===== config.mk =====
export PLATFORM = sky130hd
export DESIGN_NAME = blink_monitor
export DESIGN_NICKNAME = d
export VERILOG_FILES = /design/src/rtl/blinky_pkg.sv /design/src/rtl/sync_edge_detect.sv /design/src/rtl/blink_monitor.sv
export SDC_FILE = /design/constraint.sdc
export NUM_CORES = 1
export LEC_CHECK = 0
export CAP_MARGIN = 20
export CORE_UTILIZATION = 54
export CTS_CLUSTER_SIZE = 12
export DETAILED_ROUTE_END_ITERATION = 7
export PLACE_DENSITY = 0.79
export SLEW_MARGIN = 40
export SYNTH_ARGS = -nofsm -noshare
export SYNTH_HDL_FRONTEND = slang
export SYNTH_SLANG_ARGS = --single-unit

===== constraint.sdc =====
create_clock -name clk -period 2.41 [get_ports clk]
set_input_delay 0.241 -clock clk [delete_from_list [all_inputs] [get_ports clk]]
set_output_delay 0.241 -clock clk [all_outputs]
set_load 0.02 [all_outputs]

===== src/rtl/blinky_pkg.sv =====
// Shared constants and types for the blinker / blink monitor pair.
`timescale 1ns/1ps
package blinky_pkg;

    localparam int unsigned CLK_FREQ_HZ   = 125_000_000;
    localparam int unsigned CYCLES_PER_US = CLK_FREQ_HZ / 1_000_000;

    typedef enum logic {
        IDLE,
        MEASURE
    } mon_state_t;

endpackage


===== src/rtl/sync_edge_detect.sv =====
// Multi-flop synchroniser for an asynchronous input plus
// registered-history edge detection.
`timescale 1ns/1ps
module sync_edge_detect #(
    parameter int SYNC_STAGES = 2
) (
    input  logic clk,
    input  logic rst,
    input  logic d_async,
    output logic level,
    output logic rise,
    output logic fall
);

    logic [SYNC_STAGES-1:0] sync;
    logic                   sync_d;

    always_ff @(posedge clk) begin
        if (rst) begin
            sync   <= '0;
            sync_d <= 1'b0;
        end else begin
            sync   <= {sync[SYNC_STAGES-2:0], d_async};
            sync_d <= sync[SYNC_STAGES-1];
        end
    end

    assign level = sync[SYNC_STAGES-1];
    assign rise  = level & ~sync_d;
    assign fall  = ~level & sync_d;

endmodule


===== src/rtl/blink_monitor.sv =====
// Measures period and high time of a slow periodic input in clk
// cycles and flags when rising edges stop arriving.
`timescale 1ns/1ps
module blink_monitor
    import blinky_pkg::*;
#(
    parameter int CLK_FREQ       = CLK_FREQ_HZ,
    parameter int CNT_WIDTH      = 32,
    parameter int SYNC_STAGES    = 2,
    parameter int TIMEOUT_CYCLES = CLK_FREQ / 10
) (
    input  logic                 clk,
    input  logic                 rst,
    input  logic                 sig_in,
    output logic                 level,
    output logic [CNT_WIDTH-1:0] period,
    output logic [CNT_WIDTH-1:0] high_time,
    output logic                 valid,
    output logic                 stuck
);

    localparam logic [CNT_WIDTH-1:0] TIMEOUT = CNT_WIDTH'(TIMEOUT_CYCLES);
    localparam logic [CNT_WIDTH-1:0] ONE     = CNT_WIDTH'(1);

    logic rise;
    logic fall;

    mon_state_t           state_q, state_d;
    logic [CNT_WIDTH-1:0] cnt_q, cnt_d;
    logic [CNT_WIDTH-1:0] high_lat_q, high_lat_d;
    logic [CNT_WIDTH-1:0] period_d, high_time_d;
    logic                 fall_seen_q, fall_seen_d;
    logic                 valid_d, stuck_d;

    sync_edge_detect #(
        .SYNC_STAGES(SYNC_STAGES)
    ) u_sync (
        .clk    (clk),
        .rst    (rst),
        .d_async(sig_in),
        .level  (level),
        .rise   (rise),
        .fall   (fall)
    );

    always_ff @(posedge clk) begin
        if (rst) begin
            state_q     <= IDLE;
            cnt_q       <= '0;
            high_lat_q  <= '0;
            fall_seen_q <= 1'b0;
            period      <= '0;
            high_time   <= '0;
            valid       <= 1'b0;
            stuck       <= 1'b0;
        end else begin
            state_q     <= state_d;
            cnt_q       <= cnt_d;
            high_lat_q  <= high_lat_d;
            fall_seen_q <= fall_seen_d;
            period      <= period_d;
            high_time   <= high_time_d;
            valid       <= valid_d;
            stuck       <= stuck_d;
        end
    end

    always_comb begin
        state_d     = state_q;
        cnt_d       = cnt_q;
        high_lat_d  = high_lat_q;
        fall_seen_d = fall_seen_q;
        period_d    = period;
        high_time_d = high_time;
        valid_d     = 1'b0;
        stuck_d     = stuck;

        unique case (state_q)
            IDLE: begin
                cnt_d = '0;
                if (rise) begin
                    cnt_d       = ONE;
                    fall_seen_d = 1'b0;
                    stuck_d     = 1'b0;
                    state_d     = MEASURE;
                end
            end
            MEASURE: begin
                cnt_d = cnt_q + ONE;
                if (fall) begin
                    high_lat_d  = cnt_q;
                    fall_seen_d = 1'b1;
                end
                // A rise on the threshold cycle still completes the period
                if (rise) begin
                    cnt_d       = ONE;
                    fall_seen_d = 1'b0;
                    if (fall_seen_q) begin
                        period_d    = cnt_q;
                        high_time_d = high_lat_q;
                        valid_d     = 1'b1;
                    end
                end else if (cnt_q == TIMEOUT) begin
                    stuck_d = 1'b1;
                    cnt_d   = '0;
                    state_d = IDLE;
                end
            end
        endcase
    end

endmodule


==> impl_metrics.py, run 1 <==
metrics = {
    "placed_design": {
        "place.detailed.hpwl_um": 7386,
        "gp_congestion": 0.8927,
        "placed_area_mm2": 0.005764,
        "port_buffers": 69,
    },
    "power_and_ir_drop": {
        "p_leak_nw": 2.110,
        "power.density_cell_area_mw_per_mm2": 788.5,
        "max-vdd-ir-drop_v": 0.0004747,
    },
    "synthesis": {
        "syn_nets": 626,
        "synth-seq-cells": 135,
        "yosysSeqAreaShare_pct": 53.64,
        "ys_types": 33,
        "syn_inst": 619,
        "ys.flop_type": "dfxtp_1",
        "syn_area_mm2": 0.005039,
        "synth_edf_count": 0,
        "syn_area_per_cell_um2": 8.140,
        "synth_top_area_share_pct": 53.64,
        "synthTopCellsByArea": "dfxtp_1 54%, nand2_1 15%, a21oi_1 9.9%",
        "ys.warnings.count": 0,
        "yosys.area.top_type": "dfxtp_1",
        "synth_most_common_cell": "nand2_1",
        "yosys-top-cells-count": "200 x nand2_1, 135 x dfxtp_1, 100 x a21oi_1",
        "synth-async-reset-ratio_pct": 0,
    },
    "timing": {
        "fmax_mhz": 473.9,
        "worst_pin_slew_ns": 0.7286,
        "relSlewSlack_pct": 51.43,
        "setup-tns-final_ns": 0,
        "skew_ns": 0.005594,
        "post-route-period-util_pct": 87.56,
        "hold_viol": 0,
        "setup-violations-final": 0,
        "drv_slew": 0,
        "hold_ws_ns": 0.1373,
        "final.min_clock_period_ns": 2.110,
        "rsz0062_at_grt": "false",
    },
    "global_route": {
        "grt-busiest-layer": "met2",
        "grt_pass1_vias": 4229,
        "grt_use_met3_pct": 6.525,
        "grt_antenna_before_repair": 0,
        "grt_start_max_net_pins": 105,
        "met1_usage_pct": 31.78,
        "grt-ovfl-total": 0,
        "track_usage_pct": 25.44,
        "grt_first_pass_wirelength_um": 19690,
        "use_met2_pct": 41.93,
    },
    "route": {
        "routedWlPerCell_um": 14.70,
        "ant_nets": 0,
        "first_pass_iters": 5,
        "drt_iter0_drc": 277,
        "num_vias": 4405,
        "finalWirelength_um": 11670,
        "vias_per_cell": 5.548,
        "drc": 0,
    },
    "critical_path": {
        "slowest_stage": "or4_4",
        "crit_required_ns": 2.80,
        "path_class": "reg -> reg",
        "worst_path_largest_cell_delay_ns": 0.57,
        "worst_setup_path_start_kind": "flop",
        "crit_chain": "nor4bb_1 -> nand4_1 -> or4_4 -> nand2_4 -> nor2_1",
        "end_kind": "flop",
        "cp_max_fo": 30,
        "cp_data_arrival_time_ns": 2.50,
    },
    "clocking": {
        "clock_path_buffers": 2,
        "postCtsSetupBuffers": 0,
        "path_clk_slew_ns": 0.06,
        "clk_latency_ns": 0.52,
        "ctsHoldBuffers": 0,
        "cts_buffers": 17,
        "cts_sinks": 135,
        "h-tree-depth": 4,
        "cts_resized": 0,
        "tritoncts": "yes",
        "cts-root-buf": "clkbuf_8",
    },
    "layout": {
        "area_delta_synth_final_pct": 27.04,
        "final_area_mm2": 0.006401,
        "drive_gt1_share_pct": 6.997,
        "final_nets": 681,
        "nFillCells": 660,
        "antennaDiodeCount": 0,
        "fin_util_pct": 72.00,
    },
    "floorplan": {
        "initial_core_util_pct": 56.67,
        "io_pins": 70,
        "fp.dieArea_mm2": 0.009721,
        "core.rowCount": 34,
        "core_area_mm2": 0.008891,
        "die_h_um": 98.60,
        "die_w_um": 98.60,
    },
    "job": {
        "max_cap_viol_count": 0,
    },
    "min_path": {
        "hp-class": "in -> reg",
    },
    "status": {
        "status": "completed",
    },
}
-- worst paths after layout --
check,from,endpoint,slack [ns],cells past startpoint
max,cnt_q[15],cnt_q[20],0.30,5
min,rst,cnt_q[1],0.14,3
max reg2reg,cnt_q[15],cnt_q[20],0.30,5
min reg2reg,u_sync.sync[0],u_sync.sync[1],0.43,1
-- critical path: cells and delay by family, from the launching register on --
family,cells,cell delay [ns]
DFF,1,0.45
and+or+nand+nor,5,1.54
-- per-layer routing --
layer  vias to the layer above  share of wire (%)
li1                       2135                  -
met1                      2074                 43
met2                       177                 49
met3                        19                6.4
met4                         0                1.6
met5                         -                  0
-- placed cells by master, fill, tap and decap left out, types with 2 or more instances in the layout --
master	count
nand2b_1	2
inv_1	6
and3_1	6
nor3_1	2
a21oi_1	100
buf_12	2
clkbuf_8	2
clkinv_2	3
o21ai_0	2
buf_4	4
dfxtp_1	135
and4_1	2
clkbuf_16	16
nor4_1	3
nand3_1	15
nand4_1	9
clkdlybuf4s50_1	68
nor2b_1	2
nand2_1	200
nand3_2	3
or3_1	2
bufinv_16	5
xor2_1	20
clkinv_4	3
xnor2_1	8
ha_1	4
nor2_1	43
nor4b_1	2
and2_1	3
-- through the flow --
| stage | cells | power, mW | setup slack, ns |
|---|---|---|---|
| 2_1_floorplan | 619 | 2.332 | 0.7095 |
| 3_3_place_gp | 763 | 2.340 | 0.3290 |
| 3_5_place_dp | 763 | 2.343 | 0.2001 |
| 4_1_cts | 794 | 5.064 | 0.09053 |
| 5_1_grt | 794 | 5.177 | 0.1900 |
| 6_report | 794 | 5.048 | 0.2997 |
-- registers in the layout, indices dropped and copies added (netlist names) --
name / count
high_time: 32
period: 32
u_sync.sync: 2
cnt_q: 32
stuck: 1
valid: 1
high_lat_q: 32
u_sync.sync_d: 1
fall_seen_q: 1
state_q: 1
-- layout make-up --
type	count	area (µm²)	share of cell area, %
inverters	6	22.52	0.3518
repair buffers	76	767.0	11.98
clock buffers	19	431.7	6.744
flip-flops and latches	135	2703	42.22
clock inverters	12	200.2	3.127
multi-input cells	438	2142	33.46
well taps	108	135.1	2.111
-- report_power, final --
group	switching, mW	total [mW]	internal (mW)
registers	0.00513	2.24	2.24
clock network	0.944	2.75	1.81
logic	0.0411	0.0534	0.0123
-- logic make-up (layout without fill, tap and decap cells) --
| group | Yosys count | count (layout) | share of synthesized area, % |
|---|---|---|---|
| and+or+nand+nor | 302 | 302 | 26.00 |
| DFF | 135 | 135 | 53.64 |
| AOI/OAI and AO/OA | 104 | 104 | 10.43 |
| buffers and inverters | 46 | 113 | 4.073 |
| xor gates and xnor gates | 28 | 28 | 4.867 |
| adders and majority gates | 4 | 4 | 0.9933 |
(Power assumes the default switching activity.)
==> run 2: changes to the inputs <==
Settings changed: CORE_UTILIZATION 54 to 49, PLACE_DENSITY 0.79 to 0.76.
Clock period 2.41 ns to 1.85 ns, I/O delays scaled along.
==> impl_metrics.py, run 2 (synthesis results as in run 1) <==
metrics = {
    "floorplan": {
        "die_h_um": 103.4,
        "initial_core_util_pct": 51.08,
        "die_w_um": 103.4,
        "core_area_mm2": 0.009864,
        "io_pins": 70,
        "fp.dieArea_mm2": 0.01069,
        "core.rowCount": 36,
    },
    "power_and_ir_drop": {
        "p_int_mw": 4.753,
        "p_comb_share_pct": 1.7,
        "power_switching_mw": 1.225,
        "switching_share_pct": 20.50,
        "p_leak_nw": 2.335,
        "power.density_cell_area_mw_per_mm2": 876.6,
        "sequentialPowerShare_pct": 48.8,
        "p_clk_share_pct": 49.5,
        "power_mw": 5.979,
        "max-vdd-ir-drop_v": 0.0004940,
    },
    "clocking": {
        "clk_latency_ns": 0.51,
        "clock_path_buffers": 2,
        "tritoncts": "yes",
        "cts_sinks": 135,
        "path_clk_slew_ns": 0.06,
        "h-tree-depth": 4,
        "cts_buffers": 17,
        "ctsHoldBuffers": 0,
        "cts-root-buf": "clkbuf_8",
    },
    "layout": {
        "nFillCells": 727,
        "drive_gt1_share_pct": 15.27,
        "final_common_cell": "nand2_1",
        "area_delta_synth_final_pct": 35.36,
        "layout_common_cells": "200 x nand2_1, 133 x dfxtp_1, 98 x a21oi_1, 68 x clkdlybuf4s50_1, 43 x buf_4",
        "final_nets": 723,
        "antennaDiodeCount": 0,
        "final_cell_count_no_fill": 860,
    },
    "placed_design": {
        "port_buffers": 69,
        "place.detailed.hpwl_um": 7721,
        "gp_congestion": 0.8925,
        "dpl.cell_count": 827,
    },
    "global_route": {
        "grt_first_pass_wirelength_um": 19080,
        "grt-ovfl-total": 0,
        "track_usage_pct": 23.14,
        "grt_antenna_before_repair": 0,
        "grt_pass1_vias": 4180,
        "grt_start_max_net_pins": 65,
    },
    "route": {
        "first_pass_iters": 4,
        "dr_wl_met2_um": 5633,
        "wl_met1_um": 5490,
        "finalWirelength_um": 11740,
        "drt_iter0_drc": 203,
        "routedWlPerCell_um": 13.65,
        "ant_nets": 0,
        "vias_per_cell": 5.152,
        "dr_wl_met3_um": 476,
        "routed.top_layer": "met4",
        "num_vias": 4431,
        "drc": 0,
    },
    "critical_path": {
        "crit_required_ns": 2.24,
        "path_class": "reg -> reg",
        "cp_data_arrival_time_ns": 2.21,
        "cp_max_fo": 8,
        "worst_setup_path_start_kind": "flop",
        "end_kind": "flop",
        "worstRegToRegCells": 6,
    },
    "timing": {
        "drv_slew": 0,
        "fmax_mhz": 550.1,
        "final.min_clock_period_ns": 1.818,
        "rsz0062_at_grt": "true",
        "skew_ns": 0.007691,
        "setup-violations-final": 0,
        "post-route-period-util_pct": 98.26,
        "worst_pin_slew_ns": 0.5660,
        "relSlewSlack_pct": 62.26,
        "hold_viol": 0,
    },
    "min_path": {
        "hp-class": "in -> reg",
        "whs_path_depth": 3,
    },
    "job": {
        "max_cap_viol_count": 0,
    },
    "status": {
        "status": "completed",
    },
}
## run 2: cell count changes in the layout (fill, tap and decap cells not counted), moves of 3 or more
cell | before | now
buf_4 | 4 | 43
clkbuf_8 | 2 | 6
nor2_2 | 0 | 7
bufinv_16 | 5 | 0
nor2_1 | 43 | 33
nor2_4 | 0 | 3
## run 2: final timing paths
check           startpoint  slack (ns)            end
max              cnt_q[25]        0.03      cnt_q[13]
min reg2reg  high_time[22]        0.45  high_time[22]
min                    rst        0.12       cnt_q[1]
max reg2reg      cnt_q[25]        0.03      cnt_q[13]
## run 2: cell type report
cell class              instances  area, µm²  share of cell area [%]
clock buffers                  23      486.7                   7.136
clock inverters                 7      46.29                  0.6788
inverters                       6      25.02                  0.3669
multi-input cells             438       2250                   32.98
flip-flops and latches        135       2708                   39.70
well taps                     133      166.4                   2.440
repair buffers                118       1139                   16.69
## run 2: per-layer routing
metal  track usage (%)  vias to the layer above
li1                  -                     2214
met1             29.46                     2099
met2             38.61                      105
met3             5.444                       13
met4             7.801                        0
met5                 0                        -
## run 2: power groups by stage
| stage | Sequential (mW) | Clock, mW | Combinational [mW] |
|---|---|---|---|
| after floorplan | 2.98 | 0 | 0.0577 |
| after global placement | 2.98 | 0 | 0.0798 |
| after detailed placement | 2.98 | 0 | 0.0817 |
| after CTS | 2.92 | 3.00 | 0.0829 |
| after global routing | 2.92 | 3.15 | 0.110 |
| final | 2.92 | 2.96 | 0.101 |
## run 2: repair_timing
action | 4_1_cts | 5_1_grt
setup buffers | 0 | 1
gates cloned | 0 | 2
resized for setup | 3 | 28
setup endpoints to repair | 31 | 31
pin swaps | 0 | 8
## run 2: through the flow
stage	instance area [µm²]	hold WS [ns]	util [%]	setup TNS, ns	setup WS (ns)
finish	6820	0.1193	69.14	0	0.03225
CTS	6661	0.03565	67.53	0	0.0001286
detailed placement	6110	0.4459	61.94	-0.3266	-0.01976
floorplan	5039	0.3132	-	0	0.1495
global placement	6110	0.4176	61.94	0	0.03400
global route	6820	0.1167	69.14	-1.321	-0.05846
## run 2: worst max-delay path, stage by stage, from the launching register on
cell and delay [ns]:
dfxtp_1 0.31, nor4_1 0.36, nand4_1 0.14, or4_4 0.56, nand2_8 0.13, buf_12 0.14
nor2_1 0.05
